### src/rtl/time_param_timer.sv
// Time-parameter bank with an integrated seconds-based countdown timer.
// The alarm controller picks a parameter, starts the timer and gets a single-cycle
// expiry pulse back. The programming keypad rewrites parameters through the
// reprogram strobe.
module time_param_timer #(
  parameter int unsigned NUM_PARAMS = 4,
  parameter int unsigned VALUE_W    = 5,
  parameter int unsigned PROG_W     = 4,
  parameter int unsigned CLK_DIV    = 4,
  parameter logic [NUM_PARAMS*VALUE_W-1:0] DEFAULTS = {5'd10, 5'd15, 5'd8, 5'd6},
  localparam int unsigned SEL_W     = (NUM_PARAMS > 1) ? $clog2(NUM_PARAMS) : 1
) (
  input  logic               clock,
  input  logic               reset,
  input  logic               reprogram,
  input  logic [SEL_W-1:0]   time_param_sel,
  input  logic [PROG_W-1:0]  time_value,
  input  logic [SEL_W-1:0]   interval,
  input  logic               start_timer,
  output logic [VALUE_W-1:0] value,
  output logic [VALUE_W-1:0] remaining,
  output logic               busy,
  output logic               expired
);

  localparam int unsigned DIV_W = (CLK_DIV > 1) ? $clog2(CLK_DIV) : 1;
  localparam logic [DIV_W-1:0] DivLast = DIV_W'(CLK_DIV - 1);

  typedef enum logic [1:0] {
    StIdle,
    StCount,
    StDone
  } state_e;

  logic [VALUE_W-1:0] params_q [NUM_PARAMS];
  logic [VALUE_W-1:0] value_q;
  logic [VALUE_W-1:0] remaining_q;
  logic [DIV_W-1:0]   divider_q;
  state_e             state_q;
  logic               busy_q;
  logic               expired_q;

  logic [VALUE_W-1:0] prog_ext;
  logic               wr_in_range;
  logic               wr_hit;
  logic [VALUE_W-1:0] sel_value;
  logic               tick;

  assign prog_ext = VALUE_W'(time_value);
  assign tick     = (divider_q == DivLast);

  // Decode whether the write select addresses an existing parameter.
  always_comb begin
    wr_in_range = 1'b0;
    for (int i = 0; i < NUM_PARAMS; i++) begin
      if (time_param_sel == SEL_W'(i)) wr_in_range = 1'b1;
    end
  end

  // A write to the parameter being read this cycle is forwarded to the reader.
  assign wr_hit = reprogram && wr_in_range && (time_param_sel == interval);

  // Select param[interval]; out-of-range indices read as zero.
  always_comb begin
    sel_value = '0;
    for (int i = 0; i < NUM_PARAMS; i++) begin
      if (interval == SEL_W'(i)) sel_value = params_q[i];
    end
    if (wr_hit) sel_value = prog_ext;
  end

  // Parameter bank: defaults on reset, otherwise indexed writes.
  always_ff @(posedge clock) begin
    if (!reset) begin
      for (int i = 0; i < NUM_PARAMS; i++) begin
        params_q[i] <= DEFAULTS[i*VALUE_W +: VALUE_W];
      end
    end else if (reprogram) begin
      for (int i = 0; i < NUM_PARAMS; i++) begin
        if (time_param_sel == SEL_W'(i)) params_q[i] <= prog_ext;
      end
    end
  end

  // Registered readout of the selected parameter.
  always_ff @(posedge clock) begin
    if (!reset) begin
      value_q <= '0;
    end else begin
      value_q <= sel_value;
    end
  end

  // Countdown FSM with registered busy/expired flags.
  always_ff @(posedge clock) begin
    if (!reset) begin
      state_q     <= StIdle;
      remaining_q <= '0;
      divider_q   <= '0;
      busy_q      <= 1'b0;
      expired_q   <= 1'b0;
    end else if (start_timer) begin
      // Start (or restart) from any state; an aborted count never pulses.
      remaining_q <= sel_value;
      divider_q   <= '0;
      if (sel_value != '0) begin
        state_q   <= StCount;
        busy_q    <= 1'b1;
        expired_q <= 1'b0;
      end else begin
        state_q   <= StDone;
        busy_q    <= 1'b0;
        expired_q <= 1'b1;
      end
    end else begin
      unique case (state_q)
        StIdle: begin
          busy_q    <= 1'b0;
          expired_q <= 1'b0;
        end
        StCount: begin
          if (tick) begin
            divider_q   <= '0;
            remaining_q <= remaining_q - 1'b1;
            // remaining is >= 1 in this state, so the decrement never wraps.
            if (remaining_q == VALUE_W'(1)) begin
              state_q   <= StDone;
              busy_q    <= 1'b0;
              expired_q <= 1'b1;
            end
          end else begin
            divider_q <= divider_q + 1'b1;
          end
        end
        StDone: begin
          state_q   <= StIdle;
          busy_q    <= 1'b0;
          expired_q <= 1'b0;
        end
        default: begin
          state_q   <= StIdle;
          busy_q    <= 1'b0;
          expired_q <= 1'b0;
        end
      endcase
    end
  end

  assign value     = value_q;
  assign remaining = remaining_q;
  assign busy      = busy_q;
  assign expired   = expired_q;

endmodule
### config.mk
export PLATFORM = sky130hd
export DESIGN_NAME = time_param_timer
export DESIGN_NICKNAME = d
export VERILOG_FILES = /design/src/rtl/time_param_timer.sv
export SDC_FILE = /design/constraint.sdc
export NUM_CORES = 1
export LEC_CHECK = 0
export ABC_AREA = 1
export BUFFER_PORTS_ARGS = -buffer_cell sky130_fd_sc_hd__buf_2
export CAP_MARGIN = 20
export CELL_PAD_IN_SITES_DETAIL_PLACEMENT = 1
export CELL_PAD_IN_SITES_GLOBAL_PLACEMENT = 1
export CORE_AREA = 2 2 61 78
export DETAILED_ROUTE_END_ITERATION = 10
export DIE_AREA = 0 0 63 80
export PLACE_DENSITY = 0.84
export SYNTH_ARGS = -nofsm -noshare
export SYNTH_HDL_FRONTEND = slang
export SYNTH_SLANG_ARGS = --single-unit
### constraint.sdc
create_clock -name clock -period 1.3 [get_ports clock]
set_input_delay 0.13 -clock clock [delete_from_list [all_inputs] [get_ports clock]]
set_output_delay 0.13 -clock clock [all_outputs]
set_load 0.01 [all_outputs]
==> results of run 1 <==
==> per-stage QoR <==
step | TNS (ns) | cell area, sq um | hold WS (ns) | std cells | total power, W
2_1_floorplan | 0 | 1543 | 0.3285 | 181 | 0.001368
3_3_place_gp | 0 | 1742 | 0.4697 | 263 | 0.001489
3_5_place_dp | 0 | 1742 | 0.4773 | 263 | 0.001497
4_1_cts | 0 | 1833 | 0.1814 | 271 | 0.002278
5_1_grt | -0.1330 | 1877 | 0.2136 | 271 | 0.002403
6_report | 0 | 1877 | 0.2060 | 271 | 0.002288
==> cell usage in the layout, fill, tap and decap left out, types with 2 or more instances in the layout <==
| cell type | Yosys | layout |
|---|---|---|
| o21ai_1 | 1 | 5 |
| o21ai_0 | 9 | 4 |
| ha_1 | 3 | 3 |
| xnor2_1 | 2 | 2 |
| nand2_1 | 33 | 30 |
| or2_1 | 3 | 3 |
| nor2_2 | 3 | 2 |
| nand3_1 | 13 | 12 |
| nand3_2 | 4 | 5 |
| nand2_2 | 6 | 9 |
| clkbuf_8 | 0 | 6 |
| nor2_4 | 0 | 2 |
| o31ai_1 | 2 | 2 |
| a21oi_1 | 10 | 6 |
| nand4_1 | 6 | 6 |
| buf_2 | 2 | 22 |
| nor2_1 | 22 | 21 |
| inv_2 | 1 | 2 |
| buf_4 | 1 | 6 |
| a21oi_2 | 0 | 4 |
| a22o_1 | 2 | 2 |
| dfxtp_1 | 15 | 15 |
| edfxtp_1 | 16 | 16 |
| inv_1 | 20 | 19 |
==> what timing repair did <==
action | 4_1_cts | 5_1_grt
setup endpoints to repair | 0 | 8
gates resized for setup | 0 | 18
setup buffers | 0 | 0
==> flip-flops by register name, summed over array words and instances (netlist names) <==
register	count
remaining	5
value	4
busy	1
divider_q	2
expired	1
params_q	16
state_q	2
==> worst paths after layout <==
path                            cells after the start  slack [ns]           start           end
worst max-delay path                                7        0.04  params_q[3][2]          busy
worst max register to register                      7        0.04  params_q[3][2]          busy
worst min register to register                      2        0.50    remaining[4]  remaining[4]
worst min-delay path                                3        0.21   time_value[3]      value[3]
==> report_power, final <==
part           switching [W]  internal [W]
logic               0.000233      0.000132
clock network       0.000359      0.000427
registers          0.0000337       0.00110
==> cell families (layout without fill, tap and decap cells) <==
group,count (synthesis),after routing
xor+xnor,2,2
other cells,1,1
buf+inv,26,58
flops,31,31
compound gates,24,24
fa+ha+maj,3,3
simple gates,94,94
==> routing by layer <==
| layer | vias up | wire (um) | global-route usage (%) |
|---|---|---|---|
| met2 | 16 | 2100 | 31.70 |
| li1 | 658 | - | - |
| met1 | 629 | 1561 | 17.05 |
| met5 | - | 0 | 0 |
| met4 | 0 | 68 | 7.778 |
| met3 | 6 | 100 | 3.949 |
==> worst reg2reg max path, cell delays in order, from the launching register on <==
cell and delay (ns):
edfxtp_1 0.39, or2_0 0.25, nand3_2 0.11, nand2_2 0.07, nor2_4 0.13, nand2_2 0.06
nand2_2 0.08, a21oi_2 0.06
==> area by class of cell <==
class	count	area, sq um
Clock inverter	1	5.005
Sequential cell	31	780.7
Timing Repair Buffer	28	155.1
Multi-Input combinational cell	124	694.4
Inverter	22	82.58
Tap cell	58	72.57
Fill cell	526	2414
Clock buffer	7	86.33
==> flow_summary.yaml, run 1 <==
grt:
  grt-ovfl-total: 0
  antenna_found_initial: 0
  grt_max_degree: 12
  groute.usage.overall_pct: 16.69
  grt_pass1_vias: 1356
  grt_first_pass_wirelength_mm: 6.292
clocking:
  cts_hold_buffers: 0
  cts_root_buffer: "clkbuf_8"
  tritoncts: "yes"
  clock-sinks: 31
  cts_buffers: 5
  path_clk_slew_ns: 0.07
  clock_latency_ns: 0.29
  htreeDepth: 2
  cts_buffer_depth: 2
critical_path:
  worstPathRequired_ns: 1.48
  path_buf_inv: 0
  slowest_stage: "edfxtp_1"
  cp_max_fo: 2
  timing.critical_path.mode_cell: "nand2_2"
  cp_top_family: "simple AND/OR/NAND/NOR gates"
  critical_path_arrival_ns: 1.44
  slowest_delay_ns: 0.39
  critical_path.cell_chain: "or2_0 > nand3_2 > nand2_2 > nor2_4 > nand2_2 > nand2_2 > a21oi_2"
  worstSetupStartpointType: "register"
  endpoint_kind: "register"
  worstSetupPathType: "register to register"
synthesis:
  synth_cell_types: 28
  synth_edf_count: 16
  async_flop_share_pct: 0
  synth_compound_area_share_pct: 8.597
  synth_common_cells: "33 x nand2_1, 22 x nor2_1, 20 x inv_1, 16 x edfxtp_1, 15 x dfxtp_1"
  synth_area_sq_um: 1543
  yosys_warnings: 0
  yosysTopAreaCellShare_pct: 31.14
  yosys.area.top_type: "edfxtp_1"
  synthCells: 181
  synth-simple-area-share_pct: 29.76
  ys_seq_elements: 31
  syn_area_per_cell_sq_um: 8.523
  synth_top_family_by_area: "simple AND/OR/NAND/NOR gates"
  synth_xor_area_share_pct: 1.135
  synthAdderAreaFrac_pct: 2.433
  synth.most_common_cell: "nand2_1"
  synth_ff_type: "edfxtp_1"
  synth_nets: 196
  ys_seq_area_share_pct: 50.61
  synth_area_leaders: "edfxtp_1 31%, dfxtp_1 19%, nand2_1 8.0%"
  synth_mux_area_share_pct: 0
drt:
  dr.pass1.iters: 2
  vias_per_cell: 4.830
  antenna_left: 0
  drc: 0
  wl_per_cell_um: 14.14
  num_vias: 1309
  routed_wl_mm: 3.832
  drt_iter0_markers: 35
floorplan:
  ioPinCount: 24
  start_util_pct: 35.96
  die_w_um: 63
  die_h_um: 80
  std_cell_rows: 27
  die_area_sq_um: 5040
  coreArea_sq_um: 4290
power:
  powerDensity_nw_per_um2: 1219
  power_leakage_nw: 0.8062
  vdd.ir_drop.worst_v: 0.0005945
timing:
  rsz0062_at_grt: "yes"
  drv_slew: 0
  setup_viol: 0
  fin_crit_sh_pct: 96.87
  hold_viol_final: 0
  fin_worst_skew_ns: 0.005549
  fin_ws_ns: 0.04069
  period_minus_slack_ns: 1.259
  max_freq_mhz: 794.1
status:
  status: "finished, final reports clean"
place:
  place.port_buffers: 22
  place_ws_ns: 0.01804
  gp_congestion: 0.8314
  hpwl_mm: 2.998
hold_path:
  hold_class: "input port to register"
final_layout:
  antenna_cells: 0
  area.growth.synth_to_final_pct: 21.65
  drive_above_1_share_pct: 28.64
  post-route-util_pct: 43.74
  final_nets: 227
flow_run:
  cap_violations: 0
Note: power is estimated with default switching activity, not from simulation.
==> run 2, diff against run 1 <==
Settings changed: SETUP_SLACK_MARGIN set to 0.3.
==> run 2 against run 1 <==
  * Clock power is 5.7% lower
  * Highest routed layer unchanged
  * Critical path type unchanged
  * Sequential share of layout area is 2.6 points lower
  * Global-route usage is 0.40 points higher
==> flow_summary.yaml, run 2 (synthesized netlist as in run 1, its figures left out) <==
status:
  status: "finished, final reports clean"
place:
  dp_cells: 262
  hpwl_mm: 2.967
  place.port_buffers: 22
  gp_congestion: 0.8043
clocking:
  cts_buffers: 5
  clock_latency_ns: 0.29
  path_clk_slew_ns: 0.07
  cts_hold_buffers: 0
  clock-sinks: 31
  cts_root_buffer: "clkbuf_8"
  cts_buffer_depth: 2
  htreeDepth: 2
  tritoncts: "yes"
flow_run:
  cap_violations: 0
grt:
  grt_pass1_vias: 1352
  grt_first_pass_wirelength_mm: 6.389
  grtUsageMet3_pct: 4.231
  grt-ovfl-total: 0
  groute.usage.overall_pct: 17.09
  antenna_found_initial: 0
  grt_max_degree: 12
  grt_use_met1_pct: 16.90
  grtUsageMet2_pct: 32.34
  busiest_layer: "met2"
critical_path:
  cp_max_fo: 2
  worstPathRequired_ns: 1.53
  worstSetupPathType: "register to register"
  critical_path_arrival_ns: 1.50
  endpoint_kind: "register"
  rrSetupSlack_ns: 0.02
  worstSetupStartpointType: "register"
floorplan:
  ioPinCount: 24
  die_h_um: 80
  coreArea_sq_um: 4290
  die_w_um: 63
  start_util_pct: 35.96
  std_cell_rows: 27
  die_area_sq_um: 5040
timing:
  fin_worst_skew_ns: 0.003626
  period_minus_slack_ns: 1.275
  max_freq_mhz: 784.3
  hold_viol_final: 0
  rsz0062_at_grt: "yes"
  setup_viol: 0
  whs_ns: 0.1881
  drv_slew: 0
  fin_crit_sh_pct: 98.08
hold_path:
  hold_class: "input port to register"
final_layout:
  largest_reg_flops: 16
  fin_cells: 275
  layout_commonest_cell: "nand2_1"
  area.growth.synth_to_final_pct: 31.79
  drive_above_1_share_pct: 41.01
  final_nets: 231
  antenna_cells: 0
  layout_common_cells: "27 x nand2_1, 22 x buf_2, 20 x nor2_1"
  top_register: "params_q"
drt:
  antenna_left: 0
  num_vias: 1315
  routed_wl_mm: 4.103
  drc: 0
  vias_per_cell: 4.782
  wl_per_cell_um: 14.92
  drt_iter0_markers: 24
  dr.pass1.iters: 6
power:
  powerDensity_nw_per_um2: 1136
  vdd.ir_drop.worst_v: 0.0006173
  power_leakage_nw: 0.8420
[run 2: cell types whose count changed in the layout (fill, tap and decap cells not counted), sizes merged]
cell,change
buf,+4
[run 2: layer usage]
metal / vias up / part of all wire (%)
met2: 15 / 56
met4: 0 / 2.0
li1: 665 / -
met3: 7 / 2.7
met1: 628 / 40
met5: - / 0
[run 2: report_power, final]
part | total [W] | switching [W] | leakage [nW] | internal (W)
Sequential | 0.00114 | 0.0000361 | 0.284 | 0.00111
Combinational | 0.000427 | 0.000271 | 0.515 | 0.000156
Clock | 0.000741 | 0.000366 | 0.0422 | 0.000375
Total | 0.00231 | 0.000673 | 0.842 | 0.00164
[run 2: cell type report]
type | instances | area (sq um)
clock inverters | 1 | 5.005
clock buffers | 7 | 76.32
repair buffers | 32 | 196.4
inverters | 22 | 88.84
well taps | 58 | 72.57
flip-flops and latches | 31 | 793.3
fillers | 524 | 2257
multi-input cells | 124 | 800.8
[run 2: repair_timing]
action / in CTS / in global routing
setup buffers: 4 / 1
endpoints found under the setup margin: 10 / 13
pin swaps: 6 / 7
resized for setup: 14 / 28
[run 2: metrics by stage]
| stage | instance area [sq um] | TNS, ns | worst slack, ns | total power, W | utilization [%] |
|---|---|---|---|---|---|
| after CTS | 1917 | 0 | 0.06883 | 0.002260 | 44.68 |
| after floorplan | 1567 | 0 | 0.1773 | 0.001379 | - |
| after detailed placement | 1758 | -0.1021 | -0.04105 | 0.001508 | 40.97 |
| final | 2033 | 0 | 0.02492 | 0.002310 | 47.39 |
| after global routing | 2033 | -0.2329 | -0.05798 | 0.002404 | 47.39 |
| after global placement | 1758 | -0.04438 | -0.02489 | 0.001496 | 40.97 |
[run 2: final timing paths]
path	startpoint	to	cells after the start
worst min register to register	remaining[4]	remaining[4]	2
worst min-delay path	reset	value[2]	3
worst max register to register	params_q[1][0]	remaining[0]	6
worst max-delay path	params_q[1][0]	remaining[0]	6
[run 2: critical path, stage by stage (launching register included)]
cell	delay (ns)
edfxtp_1	0.35
nand3_1	0.09
nand3_1	0.11
nand3_2	0.11
buf_4	0.15
a21oi_1	0.22
a22o_1	0.19
